<file path="config.mk">
export PLATFORM = sky130hd
export DESIGN_NAME = select_sequencer
export DESIGN_NICKNAME = d
export VERILOG_FILES = /design/src/rtl/select_seq_pkg.sv /design/src/rtl/select_sequencer_dwell_timer.sv /design/src/rtl/select_sequencer.sv
export SDC_FILE = /design/constraint.sdc
export NUM_CORES = 1
export LEC_CHECK = 0
export CAP_MARGIN = 15
export CORE_MARGIN = 2
export CORE_UTILIZATION = 51
export CTS_CLUSTER_DIAMETER = 50
export DETAILED_ROUTE_END_ITERATION = 10
export GPL_TIMING_DRIVEN = 1
export PLACE_DENSITY = 0.91
export SETUP_SLACK_MARGIN = 0.5
export SLEW_MARGIN = 15
export SYNTH_ARGS = -nofsm -noshare
export SYNTH_HDL_FRONTEND = slang
export SYNTH_HIERARCHICAL = 1
export SYNTH_SLANG_ARGS = --single-unit
export TNS_END_PERCENT = 20
</file>
<file path="constraint.sdc">
create_clock -name clk -period 3.4 [get_ports clk]
set_input_delay 0.51 -clock clk [delete_from_list [all_inputs] [get_ports clk]]
set_output_delay 0.51 -clock clk [all_outputs]
set_load 0.01 [all_outputs]
</file>
<file path="src/rtl/select_seq_pkg.sv">
// select_seq_pkg: shared definitions for the select_sequencer slice.
//   - SEL_W          width of the generated decoder select code
//   - MODE_*         step-order encodings for the mode input (2'b11 runs as up)
//   - state_t        sequencer FSM states
//   - step_t         result of one step: next code, bounce direction, wrap flag
//   - next_code()    pure step function shared by the sequencer datapath
package select_seq_pkg;

    localparam int SEL_W = 3;

    localparam logic [1:0] MODE_UP     = 2'b00;
    localparam logic [1:0] MODE_DOWN   = 2'b01;
    localparam logic [1:0] MODE_BOUNCE = 2'b10;

    typedef enum logic [1:0] {
        ST_IDLE = 2'd0,
        ST_RUN  = 2'd1,
        ST_HOLD = 2'd2
    } state_t;

    typedef struct packed {
        logic [SEL_W-1:0] sel;
        logic             dir_down;
        logic             wrap;
    } step_t;

    // One step of the code sequence. dir_down only matters in bounce mode;
    // every other mode returns it cleared so leaving bounce restarts upward.
    function automatic step_t next_code(input logic [1:0]       mode,
                                        input logic [SEL_W-1:0] sel,
                                        input logic             dir_down);
        step_t r;
        r.sel      = sel;
        r.dir_down = 1'b0;
        r.wrap     = 1'b0;
        case (mode)
            MODE_DOWN: begin
                r.sel  = sel - 1'b1;
                r.wrap = (sel == 3'd0);
            end
            MODE_BOUNCE: begin
                // Turn around at the endpoints so 7 and 0 are not repeated.
                if (!dir_down) begin
                    if (sel == 3'd7) begin
                        r.sel      = 3'd6;
                        r.dir_down = 1'b1;
                    end else begin
                        r.sel = sel + 1'b1;
                    end
                end else begin
                    if (sel == 3'd0) begin
                        r.sel = 3'd1;
                    end else begin
                        r.sel      = sel - 1'b1;
                        r.dir_down = 1'b1;
                        r.wrap     = (sel == 3'd1);
                    end
                end
            end
            default: begin
                r.sel  = sel + 1'b1;
                r.wrap = (sel == 3'd7);
            end
        endcase
        return r;
    endfunction

endpackage

</file>
<file path="src/rtl/select_sequencer_dwell_timer.sv">
// dwell_timer: loadable down-counter that times how long each code is held.
// Ports:
//   clk, rst_n  clock, synchronous active-low reset (count clears to 0)
//   reload      load dwell into the counter (wins over enable)
//   enable      count down one this cycle; a zero count then expires
//   dwell       reload value
//   expire      combinational: enable high while the count is 0
module dwell_timer #(
    parameter int DWELL_W = 8
) (
    input  logic               clk,
    input  logic               rst_n,
    input  logic               reload,
    input  logic               enable,
    input  logic [DWELL_W-1:0] dwell,
    output logic               expire
);

    logic [DWELL_W-1:0] cnt;

    always_ff @(posedge clk) begin
        if (!rst_n)
            cnt <= '0;
        else if (reload)
            cnt <= dwell;
        else if (enable && cnt != '0)
            cnt <= cnt - 1'b1;
    end

    assign expire = enable && (cnt == '0);

endmodule

</file>
<file path="src/rtl/select_sequencer.sv">
// select_sequencer: steps a 3-bit decoder select code in up, down or bounce
// order, holding each code for dwell+1 cycles, with start/stop/hold/load.
// Ports:
//   clk, rst_n   clock, synchronous active-low reset
//   start        IDLE -> RUN (ignored if stop is also high)
//   stop         RUN/HOLD -> IDLE; sel keeps its value
//   hold         level; freezes code and dwell count while high
//   load         one-cycle pulse; sel <= load_val in any state
//   load_val     code to load
//   mode         00 up, 01 down, 10 bounce, 11 up
//   dwell        each code is held dwell+1 cycles
//   sel          registered code to the decoder
//   sel_valid    high in RUN and HOLD
//   wrap         one-cycle pulse with the first code of a new pass
//   busy         high whenever not IDLE
//   onehot       (only with SELECT_SEQUENCER_ONEHOT_EN) registered 1<<sel
//                while valid, else 0
module select_sequencer
    import select_seq_pkg::*;
#(
    parameter int DWELL_W = 8
) (
    input  logic               clk,
    input  logic               rst_n,
    input  logic               start,
    input  logic               stop,
    input  logic               hold,
    input  logic               load,
    input  logic [SEL_W-1:0]   load_val,
    input  logic [1:0]         mode,
    input  logic [DWELL_W-1:0] dwell,
    output logic [SEL_W-1:0]   sel,
    output logic               sel_valid,
    output logic               wrap,
    output logic               busy
`ifdef SELECT_SEQUENCER_ONEHOT_EN
    ,
    output logic [7:0]         onehot
`endif
);

    state_t           state, state_nxt;
    logic             active;
    logic             do_stop, run_cycle, start_go;
    logic             reload, expire, step;
    logic [SEL_W-1:0] sel_nxt;
    logic             dir_down, dir_nxt;
    logic             wrap_nxt;
    step_t            stp;

    assign active   = (state != ST_IDLE);
    assign do_stop  = active && stop;
    assign start_go = (state == ST_IDLE) && start && !stop;
    // The counter advances on every active cycle where hold is low, including
    // the cycle that leaves HOLD, so each held cycle delays the step by exactly one.
    assign run_cycle = active && !stop && !load && !hold;
    assign step      = expire;
    assign reload    = (load && !do_stop) || step || start_go;

    dwell_timer #(.DWELL_W(DWELL_W)) u_timer (
        .clk    (clk),
        .rst_n  (rst_n),
        .reload (reload),
        .enable (run_cycle),
        .dwell  (dwell),
        .expire (expire)
    );

    // State register
    always_ff @(posedge clk) begin
        if (!rst_n)
            state <= ST_IDLE;
        else
            state <= state_nxt;
    end

    // Next-state logic
    always_comb begin
        state_nxt = state;
        case (state)
            ST_IDLE: if (start && !stop) state_nxt = ST_RUN;
            ST_RUN: begin
                if (stop)      state_nxt = ST_IDLE;
                else if (hold) state_nxt = ST_HOLD;
            end
            ST_HOLD: begin
                if (stop)       state_nxt = ST_IDLE;
                else if (!hold) state_nxt = ST_RUN;
            end
            default: state_nxt = ST_IDLE;
        endcase
    end

    // Outputs decoded from the state register
    always_comb begin
        sel_valid = (state == ST_RUN) || (state == ST_HOLD);
        busy      = (state != ST_IDLE);
    end

    // Code datapath: stop > load > step
    always_comb begin
        stp      = next_code(mode, sel, dir_down);
        sel_nxt  = sel;
        dir_nxt  = (mode == MODE_BOUNCE) ? dir_down : 1'b0;
        wrap_nxt = 1'b0;
        if (do_stop) begin
            sel_nxt = sel;
        end else if (load) begin
            sel_nxt = load_val;
            dir_nxt = 1'b0;
        end else if (step) begin
            sel_nxt  = stp.sel;
            dir_nxt  = stp.dir_down;
            wrap_nxt = stp.wrap;
        end
    end

    always_ff @(posedge clk) begin
        if (!rst_n) begin
            sel      <= '0;
            dir_down <= 1'b0;
            wrap     <= 1'b0;
        end else begin
            sel      <= sel_nxt;
            dir_down <= dir_nxt;
            wrap     <= wrap_nxt;
        end
    end

`ifdef SELECT_SEQUENCER_ONEHOT_EN
    always_ff @(posedge clk) begin
        if (!rst_n)
            onehot <= '0;
        else if (state_nxt != ST_IDLE)
            onehot <= 8'b1 << sel_nxt;
        else
            onehot <= '0;
    end
`endif

endmodule

</file>
Word-level counts from Yosys, hierarchy flattened
Cells that the tools add are included.

Add/subtract/negate cells: 3. Equal/unequal tests: 9. Muxes and demuxes: 23. Bitwise logic cells: 3. Reduce and logical (&&, ||, !) cells: 27.

Operators by type and width (number): $mux 8 (2); $mux 2 (6); $mux 3 (4); $logic_and 1x1->1 (10); $logic_not 8->1 (1); $reduce_bool 8->1 (1); $sub 8x1->8 const B (1); $mux 1 (7); $ne 3x3->1 const B (2); $pmux 2 s3 (1); $pmux 3 s2 (1); $reduce_bool 2->1 (3); $eq 2x1->1 const B (2); $eq 2x2->1 const B (2); $logic_not 1->1 (4); $mux 4 (1); $reduce_or 4->1 (1); $add 3x1->3 const B (1); $eq 3x1->1 const B (1); $eq 3x3->1 const B (1); $logic_not 3->1 (1); $logic_or 1x1->1 (3); $not 1->1 (3); $reduce_and 3->1 (1); other kinds (5) (5).

Flip-flop bits (word level): 15. Bits of input ports: 19. Word-level logic and storage cells: 70.

Longest topological paths before layout
Gate-level depths: netlist of the first run.

Word-level depth: 8. Depth in mapped cells: 10. Mapped depth without buffers: 9.

Cells and area by module
Netlist of the first run, hierarchy kept.

By module, submodules not included: select_sequencer (times used 1, cells each 84, area each 691.9 um2); dwell_timer (times used 1, cells each 64, area each 518.0 um2).

Worst setup path after synthesis of the first run
OpenSTA, ideal clock, no wires.

Path type: input-to-reg. Start point: input load. End point: register u_timer.cnt[1]. Library setup time: 0.124 ns. Data arrival time: 2.533 ns. Path slack: 0.743 ns. Cell stages on the path: 9. Path through: buf_2 -> nor4_1 -> inv_1 -> nor3_1 -> a221o_1 -> clkbuf_1 -> mux2_2 -> nand2_1 -> mux2i_1.

Longest elaborated chain between the ends: 7.

RTL lines: start: declaration (RTL line select_sequencer.sv:28) `input logic load,`; $logic_not 1->1 * (RTL line select_sequencer.sv:56) `assign run_cycle = active && !stop && !load && !hold;`; $logic_and 1x1->1 * (2 in series) (RTL line select_sequencer.sv:56); net run_cycle (RTL line select_sequencer.sv:44) `logic do_stop, run_cycle, start_go;`; $logic_and 1x1->1 * (RTL line select_sequencer_dwell_timer.sv:30) `assign expire = enable && (cnt == '0);`; net expire (RTL line select_sequencer.sv:45) `logic reload, expire, step;`; $logic_or 1x1->1 * (2 in series) (RTL line select_sequencer.sv:58) `assign reload = (load && !do_stop) || step || start_go;`; net reload (RTL line select_sequencer.sv:45); $mux 8 or $reduce_bool 2->1 (tied branches); end signal: assignment (RTL line select_sequencer_dwell_timer.sv:25) `cnt <= dwell;`; end signal: assignment (RTL line select_sequencer_dwell_timer.sv:27) `cnt <= cnt - 1'b1;`; end: declaration (RTL line select_sequencer_dwell_timer.sv:19) `logic [DWELL_W-1:0] cnt;`.

The timed path passes the listed nets; every way through them passes the cells marked *. A chain may end at the register's enable or synchronous reset.

Final worst setup path of the first run
Start point: register state[0]. End point: register u_timer.cnt[7].

Longest elaborated chain between the ends: 8.

RTL lines: start: declaration (RTL line select_sequencer.sv:42) `state_t state, state_nxt;`; start signal: assignment (RTL line select_sequencer.sv:74) `state <= state_nxt;`; $reduce_bool 2->1 * (RTL line select_sequencer.sv:51) `assign active = (state != ST_IDLE);`; $logic_and 1x1->1 * (3 in series) (RTL line select_sequencer.sv:56); net run_cycle (RTL line select_sequencer.sv:44); $logic_and 1x1->1 (RTL line select_sequencer_dwell_timer.sv:30); $logic_or 1x1->1 (2 in series) (RTL line select_sequencer.sv:58); $mux 8 or $reduce_bool 2->1 (tied branches).

Marks and branches as above.

==> results of run 1 <==
==> power by group <==
group	internal [W]	total, W	switching, W	leakage (nW)
combinational	0.0000999	0.000212	0.000112	0.474
sequential	0.000194	0.000222	0.0000275	0.124
clock	0.0000438	0.000109	0.0000649	0.0177
total	0.000338	0.000543	0.000205	0.616
==> cell usage after synthesis (2+ instances only) <==
cell | instances | area [um^2]
or4_1 | 2 | 15.01
dfxtp_1 | 15 | 300.3
inv_1 | 17 | 63.81
nand4_1 | 2 | 12.51
or3_1 | 3 | 18.77
o2111ai_1 | 2 | 17.52
and3_1 | 2 | 12.51
nand3_1 | 4 | 20.02
a31oi_1 | 5 | 31.28
mux2i_1 | 3 | 30.03
a221o_1 | 2 | 20.02
buf_2 | 2 | 10.01
o21ai_0 | 7 | 35.03
nor3_1 | 3 | 15.01
nand2_1 | 11 | 41.29
a21oi_1 | 9 | 45.04
o31ai_1 | 4 | 30.03
a211o_1 | 2 | 17.52
o211ai_1 | 2 | 15.01
nor2b_1 | 3 | 18.77
or4b_1 | 3 | 30.03
ha_1 | 14 | 175.2
clkbuf_1 | 3 | 11.26
nor2_1 | 4 | 15.01
a21o_1 | 2 | 15.01
==> layout make-up <==
class | instances | area [um^2] | area share
clock buffers | 3 | 22.52 | 0.01489
clock inverters | 1 | 5.005 | 0.003309
multi-input cells | 111 | 830.8 | 0.5492
flip-flops and latches | 15 | 300.3 | 0.1985
repair buffers | 26 | 255.2 | 0.1687
inverters | 17 | 63.81 | 0.04218
well taps | 28 | 35.03 | 0.02316
==> per-layer routing <==
metal | part of all wire | vias up | routed length (um)
met5 | 0 | - | 0
met4 | 0.034 | 0 | 110
met3 | 0.070 | 16 | 225
met2 | 0.48 | 80 | 1539
met1 | 0.42 | 578 | 1335
li1 | - | 604 | -
==> path summary, 6_finish.rpt <==
check | from | end
max | state[0] | u_timer/cnt[7]
min | state[1] | state[1]
max reg2reg | state[0] | u_timer/cnt[7]
min reg2reg | state[1] | state[1]
==> stage by stage <==
step	instance area [um^2]	std cells	util	power, W
4_1_cts	1506	201	0.6745	0.0005379
2_1_floorplan	1210	148	-	0.0003487
6_report	1513	201	0.6773	0.0005426
3_3_place_gp	1479	197	0.6622	0.0004154
3_5_place_dp	1479	197	0.6622	0.0004307
5_1_grt	1513	201	0.6773	0.0005712
==> cells by family after synthesis <==
group                      Yosys count
AOI/OAI and AO/OA                   44
adders and majority gates           14
buffers and inverters               22
DFF                                 15
muxes                                4
and+or+nand+nor                     49
==> registers in the layout (all words and copies together) (netlist names) <==
signal       cells
state            2
wrap             1
u_timer/cnt      8
dir_down         1
sel              3
==> worst register-to-register path, stage by stage (launching register included) <==
cell     delay [ns]
dfxtp_1        0.41
inv_1          0.10
ha_1           0.26
nor4_1         0.39
buf_4          0.21
or4b_1         0.55
or4_1          0.53
nand3_1        0.09
==> cell usage in the layout (no fill, tap or decap), types with 2 or more instances in the layout <==
cell             netlist  routed
and3_1                 2       2
nand3_1                4       4
ha_1                  14      14
buf_4                  0       2
a31oi_1                5       5
o2111ai_1              2       2
inv_1                 17      17
a211o_1                2       2
nand4_1                2       2
nand2_1               11      11
clkdlybuf4s50_1        0      24
a21oi_1                9       9
a21o_1                 2       2
nor3_1                 3       2
o31ai_1                4       4
nor2_1                 4       4
o211ai_1               2       2
dfxtp_1               15      15
mux2i_1                3       3
or4_1                  2       2
nor2b_1                3       3
clkbuf_4               0       3
o21ai_0                7       7
or4b_1                 3       3
or3_1                  3       3
==> qor.yml, run 1 <==
status: "finished, final reports clean"
cts_buffer_depth: 2
powerDensity_nw_per_um2: 358.7
synth_top_family_by_area: "compound AO/OA/AOI/OAI gates"
setup_violations: 0
ios: 25
synth_edf_count: 0
gr-total-overflow: 0
synth-main-ff-cell: "dfxtp_1"
tightestPinTransition_ns: 0.7625
hold_depth: 2
cp_slowest_stage_delay_ns: 0.55
vias: 1278
diodes: 0
clock_skew_ns: 0.005507
timing.fmax_mhz: 387.4
cts-root-buf: "clkbuf_4"
synthSimpleGateAreaFrac: 0.2503
postCtsResizedCells: 0
clkSlewWorstSetupHoldPaths_ns: 0.10
syn-num-nets: 181
tritoncts: "built"
first_pass_iters: 5
cp.arrival_ns: 2.82
grt_util_all_layers: 0.2460
die_w_um: 52.71
synth_mux_area_frac: 0.03413
dp_slack_ns: 0.3790
slowest_stage: "or4b_1"
h-tree-depth: 1
synthCells: 148
fin_ws_ns: 0.8186
end_kind: "register"
critPathMaxFanout: 6
hold_path.class: "register to register"
path_delay_family: "simple AND/OR/NAND/NOR gates"
synthXorXnorAreaFrac: 0
critical_path_cell_count: 7
startpoint_type: "register"
async_flop_share: 0
wl_per_cell_um: 15.98
routed_wl_um: 3211
routed_via_density: 6.358
grt_pass1_vias: 1182
rsz0062_at_grt: "false"
clock_sinks: 15
grt_pass1_wl_um: 5002
synth.avg_cell_area_um2: 8.175
max_slew_margin: 0.4904
met2_usage: 0.4396
rows: 17
hpwl_um: 2412
layout-drive-gt1-share: 0.07514
final_net_count: 207
max_cap_viol_count: 0
busiest_layer: "met2"
grt_max_degree: 19
rr_worst_depth: 7
coreArea_um2: 2233
p_leak_nw: 0.6158
ant_nets: 0
dieArea_um2: 2778
die_y_um: 52.71
crit_type: "register to register"
fin_setup_tns_ns: 0
yosys.area_share.adder: 0.1448
ys_ff_latch: 15
drc: 0
ys_types: 47
numCtsBuffers: 3
initial_core_util: 0.5417
antenna_found_initial: 0
cp_cell_sequence: "inv_1, ha_1, nor4_1, buf_4, or4b_1, or4_1, nand3_1"
cts_hold_buf: 0
use_met1: 0.2756
fin_crit_ns: 2.581
worstPathRequired_ns: 3.64
place_congestion: 0.8976
grtUsageMet3: 0.04000
ys_seq_area_frac: 0.2482
cp_num_buf_inv: 2
drtIter0Drc: 62
post-cts-setup-buffers: 0
insertion_delay_ns: 0.29
io_buffer_count: 24
yosysWarnings: 6
synth-compound-area-share: 0.2523
area_delta_synth_final_pct: 25.03
n_fill_cell: 187
peakVddDrop_mv: 0.2776
period_share: 0.7592
hold_viol: 0
r2r_slack_ns: 0.82
slew_violations: 0
syn_area_um2: 1210
timing.hold.ws_ns: 0.5019
(Power assumes the default switching activity.)
==> run 2, diff against run 1 <==
--- a/config.mk
+++ b/config.mk
@@ -7,11 +7,11 @@
 export LEC_CHECK = 0
 export CAP_MARGIN = 15
 export CORE_MARGIN = 2
-export CORE_UTILIZATION = 51
+export CORE_UTILIZATION = 46
 export CTS_CLUSTER_DIAMETER = 50
 export DETAILED_ROUTE_END_ITERATION = 10
 export GPL_TIMING_DRIVEN = 1
-export PLACE_DENSITY = 0.91
+export PLACE_DENSITY = 0.87
 export SETUP_SLACK_MARGIN = 0.5
 export SLEW_MARGIN = 15
 export SYNTH_ARGS = -nofsm -noshare
==> constraint.sdc (replaced) <==
create_clock -name clk -period 2.33 [get_ports clk]
set_input_delay 0.3495 -clock clk [delete_from_list [all_inputs] [get_ports clk]]
set_output_delay 0.3495 -clock clk [all_outputs]
set_load 0.01 [all_outputs]
==> qor.yml, run 2 (synthesis gave the netlist of run 1 again) <==
grt_max_degree: 18
startpoint_type: "register"
die_w_um: 55.29
gr-total-overflow: 0
clock_skew_ns: 0.009327
h-tree-depth: 1
end_kind: "register"
rows: 18
slew_violations: 0
first_pass_iters: 4
ios: 25
drtIter0Drc: 48
io_buffer_count: 24
period_share: 0.8847
cts-root-buf: "clkbuf_4"
layout-drive-gt1-share: 0.2965
diodes: 0
final_common_cell: "buf_4"
hold_viol: 0
max_cap_viol_count: 0
largest_reg_flops: 8
wl_per_cell_um: 15.98
routed_wl_um: 3659
clkSlewWorstSetupHoldPaths_ns: 0.10
coreArea_um2: 2477
clock_sinks: 15
fin_crit_ns: 2.061
reg.largest.list: "u_timer/cnt (8), sel (3), state (2)"
routed_via_density: 6.166
die_y_um: 55.29
crit_type: "register to register"
final_util: 0.7338
powerDensity_nw_per_um2: 512.2
final_cell_mix: "buf_4, clkdlybuf4s50_1, ha_1"
grt_util_all_layers: 0.2404
initial_core_util: 0.4884
antenna_found_initial: 0
dieArea_um2: 3056
critPathMaxFanout: 9
numCtsBuffers: 3
drc: 0
cts_buffer_depth: 2
rsz0062_at_grt: "true"
p_leak_nw: 0.7764
max_slew_margin: 0.4771
peakVddDrop_mv: 0.4733
cp_slowest_stage_delay_ns: 0.50
hold_path.class: "register to register"
worstPathRequired_ns: 2.53
hpwl_um: 2413
grt_pass1_wl_um: 5982
insertion_delay_ns: 0.31
fin_setup_tns_ns: 0
ant_nets: 0
cp_cell_sequence: "inv_2, ha_4, or4b_4, nor3_4, a221o_1, buf_6, inv_1, o211ai_1, mux2i_1"
cp.arrival_ns: 2.26
area_delta_synth_final_pct: 50.26
timing.fmax_mhz: 485.1
vias: 1412
grt_pass1_vias: 1371
place_congestion: 0.8485
largest_register: "u_timer/cnt"
setup_violations: 0
status: "finished, final reports clean"
tightestPinTransition_ns: 0.7824
final_net_count: 233
slowest_stage: "or4b_4"
tritoncts: "built"
==> run 2: per-stage QoR <==
step | cell area, um^2 | total power (W) | setup WS [ns] | std cells | hold WS (ns)
floorplan | 1284 | 0.0005477 | 0.2134 | 148 | 0.4564
global placement | 1612 | 0.0006527 | -0.004154 | 208 | 0.4676
detailed placement | 1612 | 0.0006718 | -0.05471 | 208 | 0.4881
CTS | 1780 | 0.0009001 | 0.3005 | 227 | 0.5315
global route | 1818 | 0.0009826 | 0.1423 | 229 | 0.5652
finish | 1818 | 0.0009312 | 0.2688 | 229 | 0.5411
==> run 2: power breakdown <==
group          internal (W)  switching, W  leakage, nW
Clock             0.0000643      0.000101       0.0177
Combinational      0.000234      0.000209        0.633
Sequential         0.000285     0.0000374        0.125
Total              0.000583      0.000348        0.776
==> run 2: final cells by class <==
cell class	count	area, um^2
inverter	17	63.81
multi-input combinational	111	927.1
tap	30	37.54
timing repair buffer	52	456.7
clock buffer	3	22.52
clock inverter	1	5.005
fill	184	659.4
sequential	15	305.3
==> run 2: worst max-delay path: cells and delay by family (launching register included) <==
family | cells | cell delay (ns)
mux | 1 | 0.11
fa+ha+maj | 1 | 0.13
buf+inv | 3 | 0.31
flops | 1 | 0.34
compound gates | 2 | 0.40
simple gates | 2 | 0.66
==> run 2: per-layer routing <==
layer / global-route usage / share of wire / up-vias
met2: 0.4218 / 0.50 / 75
met3: 0.05855 / 0.066 / 17
met5: 0 / 0 / -
li1: - / - / 658
met1: 0.2684 / 0.39 / 662
met4: 0.1185 / 0.044 / 0
==> run 2: path summary, 6_finish.rpt <==
kind	depth (start not counted)	slack, ns	from	to
setup reg to reg	9	0.27	u_timer/cnt[0]	u_timer/cnt[1]
hold / removal	2	0.54	u_timer/cnt[6]	u_timer/cnt[6]
hold reg to reg	2	0.54	u_timer/cnt[6]	u_timer/cnt[6]
setup / recovery	9	0.27	u_timer/cnt[0]	u_timer/cnt[1]
==> run 2: what timing repair did <==
action,4_1_cts,5_1_grt
pin swaps,8,2
setup buffers,15,2
cloned,0,0
hold buffers,0,0
endpoints found under the setup margin,15,17
endpoints found under the hold margin,0,0
resized for setup,10,5
==> run 3, diff against run 2 <==
--- a/config.mk
+++ b/config.mk
@@ -5,9 +5,10 @@
 export SDC_FILE = /design/constraint.sdc
 export NUM_CORES = 1
 export LEC_CHECK = 0
+export ABC_AREA = 1
 export CAP_MARGIN = 15
 export CORE_MARGIN = 2
-export CORE_UTILIZATION = 46
+export CORE_UTILIZATION = 47
 export CTS_CLUSTER_DIAMETER = 50
 export DETAILED_ROUTE_END_ITERATION = 10
 export GPL_TIMING_DRIVEN = 1
@@ -16,6 +17,5 @@
 export SLEW_MARGIN = 15
 export SYNTH_ARGS = -nofsm -noshare
 export SYNTH_HDL_FRONTEND = slang
-export SYNTH_HIERARCHICAL = 1
 export SYNTH_SLANG_ARGS = --single-unit
 export TNS_END_PERCENT = 20
==> qor.yml, run 3 <==
status: "finished, final reports clean"
routed_via_density: 4.941
critPathMaxFanout: 7
first_pass_iters: 4
final_common_cell: "nand2_1"
drc: 0
tightestPinTransition_ns: 0.4348
io_buffer_count: 24
setup_violations: 0
async_flop_share: 0
busiest_layer: "met2"
cp.arrival_ns: 1.43
finish.instance_area_um2: 1618
power.total_w: 0.001295
peakVddDrop_mv: 0.5940
cts_buffer_depth: 2
synth.avg_cell_area_um2: 6.220
grt_pass1_vias: 1140
synth_common_cells: "nand2_1, inv_1, nor2_1"
largest_register: "u_timer.cnt"
dieArea_um2: 3217
p_leak_nw: 0.8314
ys_types: 26
diodes: 0
synth_area_leaders: "dfxtp_1, nand2_1, ha_1"
yosysWarnings: 0
worstPathRequired_ns: 1.98
ios: 25
post-cts-setup-buffers: 0
dp_cells: 265
vias: 1329
die_w_um: 56.72
final_net_count: 273
grt_max_degree: 13
clock_sinks: 15
grt_pass1_wl_um: 4671
area_delta_synth_final_pct: 23.85
grtUsageMet3: 0.02995
post_dp_cell_area_um2: 1588
wl_per_cell_um: 10.10
hold_viol: 0
reg.largest.list: "u_timer.cnt (8), sel (3), state (2)"
final_cell_mix: "nand2_1, inv_1, nor2_1"
synthCells: 210
numCtsBuffers: 3
hpwl_um: 2106
max_slew_margin: 0.7101
met2_usage: 0.2973
use_met1: 0.2250
insertion_delay_ns: 0.28
drtIter0Drc: 35
coreArea_um2: 2686
period_share: 0.7652
ys_ff_latch: 15
routed_wl_um: 2717
fin_crit_ns: 1.783
tritoncts: "built"
n_fill_cell: 250
slew_violations: 0
max_cap_viol_count: 0
crit_type: "register to output pin"
rows: 19
syn-num-nets: 244
antenna_found_initial: 0
rsz0062_at_grt: "true"
synth-main-ff-cell: "dfxtp_1"
layout-drive-gt1-share: 0.06723
cts-root-buf: "clkbuf_4"
synth_edf_count: 0
grt_util_all_layers: 0.1745
h-tree-depth: 1
timing.fmax_mhz: 560.9
powerDensity_nw_per_um2: 800.7
ant_nets: 0
place_congestion: 0.9096
post-synth-top-count-cell: "nand2_1"
instances_no_fill: 269
fin_setup_tns_ns: 0
yosysTopAreaCell: "dfxtp_1"
cts_hold_buf: 0
largest_reg_flops: 8
yosys.area.top_type_share: 0.2299
hold_path.class: "register to register"
startpoint_type: "register"
clkSlewWorstSetupHoldPaths_ns: 0.09
end_kind: "output pin"
die_y_um: 56.72
clock_skew_ns: 0.001430
ys_seq_area_frac: 0.2299
initial_core_util: 0.4863
syn_area_um2: 1306
gr-total-overflow: 0
## run 3: cell count changes after synthesis, sizes merged, moves of 4 or more
cell	previous run	this run
nand2	11	63
nor2	4	26
nand3	4	22
inv	17	33
o21ai	7	14
a31oi	5	1
nor2b	4	0
## run 3: power breakdown
group	total [W]	switching, W	internal [W]
Sequential	0.000383	0.0000626	0.000321
Clock	0.000152	0.0000855	0.0000664
Combinational	0.000760	0.000446	0.000314
## run 3: cell type report
class | count | area (um^2) | area share
multi-input combinational | 160 | 873.3 | 0.5398
sequential | 15 | 302.8 | 0.1872
timing repair buffer | 25 | 249.0 | 0.1539
inverter | 34 | 127.6 | 0.07889
tap | 31 | 38.79 | 0.02398
clock buffer | 4 | 26.28 | 0.01624
## run 3: worst max-delay path, cell delays in order (launching register included)
cell	delay (ns)
dfxtp_2	0.34
inv_1	0.09
ha_1	0.16
clkinv_1	0.20
dlygate4sd2_1	0.36
## run 3: path summary, 6_finish.rpt
path / depth (start not counted) / slack [ns] / from / endpoint
setup / recovery: 4 / 0.55 / state[0] / busy
hold / removal: 2 / 0.53 / state[1] / state[1]
setup reg to reg: 10 / 0.65 / sel[0] / sel[2]
hold reg to reg: 2 / 0.53 / state[1] / state[1]
## run 3: what timing repair did
| action | 4_1_cts | 5_1_grt |
|---|---|---|
| setup endpoints to repair | 2 | 3 |
| resized for setup | 1 | 3 |
| pin swaps | 0 | 0 |
## run 3: kinds of logic after synthesis
group,count (synthesis),share of synthesized area
adder cells (fa/ha/maj),15,0.1437
buffers and inverters,35,0.1015
XOR/XNOR,2,0.01341
flip-flops,15,0.2299
AND/OR/NAND/NOR,114,0.3918
AO/OA/AOI/OAI,29,0.1197
## run 3: per-stage QoR
step / utilization / worst slack (ns) / hold slack [ns]
floorplan: - / 0.7799 / 0.4898
global placement: 0.5911 / 0.4192 / 0.5145
detailed placement: 0.5911 / 0.4058 / 0.5286
CTS: 0.6004 / 0.4456 / 0.5430
global route: 0.6022 / 0.4624 / 0.5744
finish: 0.6022 / 0.5472 / 0.5275
## run 3: per-layer routing
layer  vias to the layer above  wire length (um)  part of all wire
li1                        719                 -                 -
met2                        30              1329              0.49
met5                         -                 0                 0
met1                       578              1277              0.47
met4                         0                 2           0.00074
met3                         2               107             0.039
